**src/rtl/mem_responder.sv**
```systemverilog
// rtl/mem_responder.sv - single-outstanding word memory responder with wait states
// Request/response valid-ready slave over an internal word array; out-of-range addresses report an error.
module mem_responder #(
  parameter int ADDR_W      = 8,
  parameter int DATA_W      = 16,
  parameter int DEPTH       = 256,
  parameter int WAIT_STATES = 1
) (
  input  logic              clk,
  input  logic              rst_sync,
  input  logic              req_valid,
  output logic              req_ready,
  input  logic              req_write,
  input  logic [ADDR_W-1:0] req_addr,
  input  logic [DATA_W-1:0] req_wdata,
  output logic              resp_valid,
  input  logic              resp_ready,
  output logic [DATA_W-1:0] resp_rdata,
  output logic              resp_err
);

  localparam int              IDX_W     = (DEPTH > 1) ? $clog2(DEPTH) : 1;
  localparam logic [3:0]      WAIT_INIT = 4'(WAIT_STATES);
  localparam logic [ADDR_W:0] DEPTH_LIM = (ADDR_W + 1)'(DEPTH);

  typedef enum logic [1:0] {IDLE, WAIT, RESP} state_t;

  state_t            state;
  logic [3:0]        wait_cnt;
  logic              lat_write;
  logic [ADDR_W-1:0] lat_addr;
  logic [DATA_W-1:0] lat_wdata;
  logic [DATA_W-1:0] mem [DEPTH];

  logic              accept;
  logic              access;
  logic              acc_write;
  logic              acc_in_range;
  logic [ADDR_W-1:0] acc_addr;
  logic [DATA_W-1:0] acc_wdata;
  logic [IDX_W-1:0]  acc_idx;
  logic [DATA_W-1:0] rd_word;

  // With no wait states the access uses the live request in the acceptance cycle.
  always_comb begin
    accept       = (state == IDLE) && req_valid;
    access       = (WAIT_STATES == 0) ? accept : ((state == WAIT) && (wait_cnt == 4'd1));
    acc_write    = (state == IDLE) ? req_write : lat_write;
    acc_addr     = (state == IDLE) ? req_addr  : lat_addr;
    acc_wdata    = (state == IDLE) ? req_wdata : lat_wdata;
    acc_in_range = ({1'b0, acc_addr} < DEPTH_LIM);
    acc_idx      = acc_addr[IDX_W-1:0];
    rd_word      = mem[acc_idx];
  end

  // Array is never cleared; a reset in the access cycle suppresses the write.
  always_ff @(posedge clk) begin
    if (!rst_sync && access && acc_write && acc_in_range) begin
      mem[acc_idx] <= acc_wdata;
    end
  end

  always_ff @(posedge clk) begin
    if (rst_sync) begin
      state      <= IDLE;
      wait_cnt   <= 4'd0;
      lat_write  <= 1'b0;
      lat_addr   <= '0;
      lat_wdata  <= '0;
      req_ready  <= 1'b1;
      resp_valid <= 1'b0;
      resp_rdata <= '0;
      resp_err   <= 1'b0;
    end else begin
      case (state)
        IDLE: begin
          if (accept) begin
            lat_write <= req_write;
            lat_addr  <= req_addr;
            lat_wdata <= req_wdata;
            req_ready <= 1'b0;
            if (WAIT_STATES == 0) begin
              state      <= RESP;
              resp_valid <= 1'b1;
            end else begin
              state    <= WAIT;
              wait_cnt <= WAIT_INIT;
            end
          end
        end
        WAIT: begin
          wait_cnt <= wait_cnt - 4'd1;
          if (wait_cnt == 4'd1) begin
            state      <= RESP;
            resp_valid <= 1'b1;
          end
        end
        RESP: begin
          if (resp_ready) begin
            state      <= IDLE;
            resp_valid <= 1'b0;
            req_ready  <= 1'b1;
          end
        end
        default: begin
          state      <= IDLE;
          req_ready  <= 1'b1;
          resp_valid <= 1'b0;
        end
      endcase

      if (access) begin
        resp_err   <= !acc_in_range;
        resp_rdata <= (acc_in_range && !acc_write) ? rd_word : '0;
      end
    end
  end

endmodule

```
**config.mk**
```make
export PLATFORM = sky130hd
export DESIGN_NAME = mem_responder
export DESIGN_NICKNAME = d
export VERILOG_FILES = /design/src/rtl/mem_responder.sv
export SDC_FILE = /design/constraint.sdc
export NUM_CORES = 2
export LEC_CHECK = 0
export ABC_AREA = 0
export CAP_MARGIN = 20
export CORE_MARGIN = 2
export CORE_UTILIZATION = 45
export CTS_BUF_LIST = sky130_fd_sc_hd__clkbuf_2 sky130_fd_sc_hd__clkbuf_4 sky130_fd_sc_hd__clkbuf_8
export DETAILED_ROUTE_END_ITERATION = 16
export PLACE_DENSITY_LB_ADDON = 0.2
export RECOVER_POWER = 100
export SLEW_MARGIN = 20
export SYNTH_ARGS = -nofsm -noshare
export SYNTH_HDL_FRONTEND = slang
export SYNTH_SLANG_ARGS = --single-unit
```
**constraint.sdc**
```tcl
create_clock -name clk -period 14.1 [get_ports clk]
set_input_delay 2.115 -clock clk [delete_from_list [all_inputs] [get_ports clk]]
set_output_delay 2.115 -clock clk [all_outputs]
set_load 0.02 [all_outputs]
```
# Word-level counts from Yosys, hierarchy flattened
# Memories as Yosys holds them, arrays and structs flattened.
# Index checks and enable logic that the tools add are counted.
# word_totals
register_bits	49
latch_bits	0
romBits	0
elab_cells	48
ramBits	4096
output_inout_bits	19
n_memories	1
input_bits	29
# classes
bitwise_logic	2
shift	0
n_reduce_logical	12
n_lt_le_gt_ge	0
div	0
mul	0
eq_ne	6
muxes	18
n_addsub	1
# memory_table
name	words	width	read_ports	rd_ports_with_merged_regs	write_ports	line	text
mem	256	16	1	0	1	33	logic [DATA_W-1:0] mem [DEPTH];
# op_table
cell	n
16-bit two-way mux	2
3-bit AND reduction	3
8-bit two-way mux	1
4-bit case mux with 2 select lines	1
1-bit two-way mux	7
2-bit two-way mux	3
1-bit case mux with 3 select lines	2
2-bit case mux with 3 select lines	1
4-bit by 1-bit equality test with 1-bit output, second input constant	1
1-bit logical AND	4
4-bit two-way mux	1
2-bit inequality test, second input constant	2
2-bit AND reduction	2
4-bit by 1-bit subtractor with 4-bit output, second input constant	1
2-bit by 1-bit equality test with 1-bit output, second input constant	1
2-bit equality test, second input constant	1
2-bit zero test	1
2-bit by 1-bit inequality test with 1-bit output, second input constant	1
1-bit inverter	2
2-bit nonzero test	1
1-bit zero test	1

# Logic depth before layout (Yosys ltp)
# depth
depth_word	6
ltp_mapped	15

# Worst setup path before layout
# No wires, ideal clock.
# synth_timing
path_kind	input port to flip-flop
from	in req_wdata[0]
to	mem mem[0][0], data pin
n_path_buf	0
path_slack_ns	8.065
setup_time_ns	0.823
stages	2
arrival_ns	5.213
required_time_ns	13.277
cell_sequence	nand2_1 -> nand2_1
# synth_via
elab_chain_cells	1
# synth_lines
element	line	text
start, declared	15	input logic [DATA_W-1:0] req_wdata,
16-bit two-way mux	50	acc_wdata = (state == IDLE) ? req_wdata : lat_wdata;
named net acc_wdata[0]	40	logic [DATA_W-1:0] acc_wdata;
end, declared	33	
# The timed path passes the listed nets, and every way through them passes these cells.

# Worst setup path after layout
# layout_timing
from	reg state[1]
to	reg resp_rdata[13]
# layout_via
elab_chain_cells	4
word_cells_on_any_way	7
# layout_lines
element	line	text
start, declared	28	state_t state;
start signal, assigned	65	state <= IDLE;
start signal, assigned	83	state <= RESP;
start signal, assigned	86	state <= WAIT;
2-bit zero test	48, 49	
8-bit two-way mux	49	acc_addr = (state == IDLE) ? req_addr : lat_addr;
memory read 256 x 16 bit	n/a	
16-bit two-way mux	114	resp_rdata <= (acc_in_range && !acc_write) ? rd_word : '0;
end signal, assigned	114	
end, declared	18	output logic [DATA_W-1:0] resp_rdata,
# Parallel ways exist; a longest one is shown, timed or not.
# A chain may end at the register's enable or synchronous reset.

==> run_results.csv <==
group,metric,value,unit
timing,fmaxAchievable,95.7,MHz
synth,yosys_warnings,0,
global_route,grt_max_degree,193,
synth,seq_area_frac_synth,82.5,%
floorplanning,start_util,45.1,%
timing,relSlewSlack,-207,%
drt,wire_per_inst,32.7,microns
final_layout,nets,9310,
critical_path,cpMostUsedCell,"clkbuf_1",
synth,ys.flop_type,"edfxtp_1",
worst_hold_path,holdPathStages,2,
clock_tree,ctsResizeCount,0,
critical_path,reg2reg_depth,12,
synth,syn_area_per_cell,17.2,sq um
critical_path,crit_arrival,11590,ps
floorplanning,dieArea,339000,sq um
worst_hold_path,min_path_type,"flop to flop",
clock_tree,cts_setup_buffers,0,
timing,finClkSkew,73.9,ps
critical_path,r2r-end,"resp_rdata[13]$_SDFFE_PP0P_",
critical_path,cpMaxStageDelayCell,"mux2_1",
clock_tree,numClockSinks,4145,
critical_path,cp.required,15240,ps
global_route,top_usage_layer,"met2",
placement,io_buffers,46,
outcome,status,"finished with violations",
critical_path,crit_fanout,117,
synth,synth_nets,8793,
timing,setup_viol,0,
worst_hold_path,holdPathEnd,"lat_wdata[15]$_SDFFE_PP0P_",
clock_tree,cts_buffers,662,
pwr,irDropWorstVdd,108,uV
floorplanning,core,333000,sq um
timing,finalCritPeriodShare,74.1,%
final_layout,final_util,50.8,%
final_layout,layout-drive-gt1-share,12.7,%
synth,ys_top_cells_by_area,"edfxtp_1 82%, o22ai_1 8.0%, o21ai_0 3.0%, a41oi_1 1.4%, buf_2 0.88%",
drt,dr.pass1.iters,6,
clock_tree,ctsHoldBuffers,0,
final_layout,synthToLayoutAreaGrowth,12.5,%
synth,synth_top_cell_area_share,81.8,%
clock_tree,cts_tree,"yes",
drt,vias,91042,
placement,dp_hpwl,252000,microns
timing,fin_crit,10450,ps
floorplanning,die_h,582,microns
global_route,grt_pass1_vias,87769,
critical_path,critPathKind,"flop to flop",
global_route,antenna_found_initial,30,
timing,slew_violations,3156,
drt,wirelength,464000,microns
global_route,use_met2,40.7,%
critical_path,startpoint_type,"flop",
synth,yosys_register_bits,4145,
timing,holdWs,455,ps
global_route,track_usage,26.6,%
placement,place_inst,13000,
drt,drtIter0Drc,12971,
global_route,overflow,0,
clock_tree,htreeDepth,6,
worst_hold_path,hold_start,"lat_wdata[15]$_SDFFE_PP0P_",
synth,syn_inst,8762,
flow_run,cap_violations,78,
synth,netlist_area,150000,sq um
pwr,power_density,155,nW/um^2
outcome,violations,"max-capacitance violations, max-slew violations",
global_route,grt_first_pass_wirelength,651000,microns
timing,tightest_slew,4610,ps
global_route,met1_usage,37.8,%
drt,ant_nets,0,
final_layout,fin_cells,14194,
clock_tree,cts_root_buffer,"clkbuf_8",
synth,postSynth.asyncResetShare,0,%
timing,hold_violations,0,
clock_tree,path_clk_slew,60,ps
critical_path,reg2reg_slack,3650,ps
critical_path,crit_path_max_incr_delay,2810,ps
synth,synth_edf_count,4096,
floorplanning,ioPinCount,48,
drt,drt-vias-per-instance,6.41,
clock_tree,clock_latency,1220,ps
placement,place_congestion,0.849,
critical_path,path_cells,"clkbuf_1 > or2_2 > clkbuf_1 > mux2_1 > buf_12 > buf_4 > o22ai_1 > o21ai_0 > a41oi_1 > o41ai_1 > nand4_1 > o21ai_1",
floorplanning,die_w,582,microns
synth,synth_cell_types,47,
critical_path,r2r-start,"state[1]$_SDFFE_PP0P_",
critical_path,end_kind,"flop",
floorplanning,placementRows,212,
pwr,p_leak,50.4,nW
synth,yosys.area.top_type,"edfxtp_1",
clock_tree,clk_path_buf_depth,4,
timing,rsz0062_at_grt,"false",
global_route,met3_usage,5.12,%
timing,tns,0,ps
drt,drc,0,
how the worst max path moves through the flow:
stage | startpoint | endpoint | depth (start not counted) | slack (ps)
global placement | req_addr[0] | resp_rdata[15]$_SDFFE_PP0P_ | 12 | 5180
finish | state[1]$_SDFFE_PP0P_ | resp_rdata[13]$_SDFFE_PP0P_ | 12 | 3650
floorplan | req_wdata[0] | mem[0][0]$_DFFE_PP_ | 2 | 8060
CTS | req_addr[0] | resp_rdata[4]$_SDFFE_PP0P_ | 13 | 7200
global route | state[1]$_SDFFE_PP0P_ | resp_rdata[13]$_SDFFE_PP0P_ | 12 | 3470
detailed placement | req_addr[0] | resp_rdata[4]$_SDFFE_PP0P_ | 13 | 5920
final cells by class:
class | count | area [sq um]
multi-input cells | 3962 | 23800
clock buffers | 903 | 11000
fillers | 27243 | 164000
repair buffers | 499 | 3020
inverters | 9 | 33.8
diodes | 19 | 47.5
flip-flops and latches | 4145 | 124000
well taps | 4387 | 5490
clock inverters | 270 | 1740
Yosys cell counts (4+ instances only):
library cell  instances
inv_1                 9
nand3b_1              5
nor4_1                9
dfxtp_1              49
a22oi_1             128
nand2b_1             11
buf_4                38
buf_2               263
o21a_1                6
a32oi_1               7
edfxtp_1           4096
clkbuf_1            258
nor2_1              277
buf_1                85
a41oi_1             241
nand3_1              10
nand2_1             150
o21ai_0             906
o22ai_1            1920
or3_1                 4
a21oi_1              97
o21ai_1              69
and3_1                7
o41ai_1              62
nand4_1               9
nor3_1               12
layer usage:
| metal | vias to the layer above | part of all wire [%] |
|---|---|---|
| met3 | 855 | 11 |
| li1 | 37864 | - |
| met2 | 5437 | 46 |
| met1 | 46872 | 39 |
| met5 | - | 0.019 |
| met4 | 14 | 4.1 |
layout by cell type (no fill, tap or decap), types with 18 or more instances in the layout:
cell type	instances
clkinv_2	55
buf_12	19
edfxtp_1	4096
clkdlybuf4s50_1	27
o21ai_1	63
o22ai_1	1920
buf_4	136
o41ai_1	41
clkbuf_4	229
a22oi_1	128
dlygate4sd3_1	18
diode_2	19
a41oi_1	238
clkbuf_1	292
a21oi_1	98
o21ai_0	906
clkinv_1	151
nor2_1	277
o41ai_2	20
inv_8	21
dfxtp_1	49
clkbuf_8	674
nand2_1	149
power breakdown:
group	switching (mW)	total (mW)	internal, mW
Sequential	0.0142	13.9	13.9
Combinational	1.81	2.28	0.473
Clock	4.78	10.0	5.23
Total	6.60	26.2	19.6
logic make-up after synthesis:
family	Yosys count	synth area share, %
AND/OR/NAND/NOR	502	1.37
flip-flops	4145	82.5
XOR/XNOR	1	0.00583
adder cells (fa/ha/maj)	2	0.0166
buffers and inverters	655	1.96
AO/OA/AOI/OAI	3450	14.1
other	1	0.00250
multiplexers	6	0.0425
flip-flops by register name, summed over array words and instances (netlist names):
| register | count |
|---|---|
| state | 2 |
| wait_cnt | 4 |
| lat_write | 1 |
| req_ready | 1 |
| resp_valid | 1 |
| lat_wdata | 16 |
| resp_rdata | 16 |
| mem | 4096 |
| lat_addr | 8 |
critical path, delay by kind of cell (launching register included):
family / cells / cell delay (ps)
AO/OA/AOI/OAI: 5 / 2460
buffers and inverters: 4 / 3850
flip-flops: 1 / 310
multiplexers: 1 / 2810
AND/OR/NAND/NOR: 2 / 410
per-stage QoR:
stage	total power [mW]	setup slack [ps]	area, sq um
floorplan	15.5	8060	150000
finish	26.2	3650	169000
global route	26.9	3470	169000
detailed placement	16.4	5920	158000
global placement	16.3	5180	157000
CTS	26.2	7200	170000
Power figures use the tool's default switching activity.
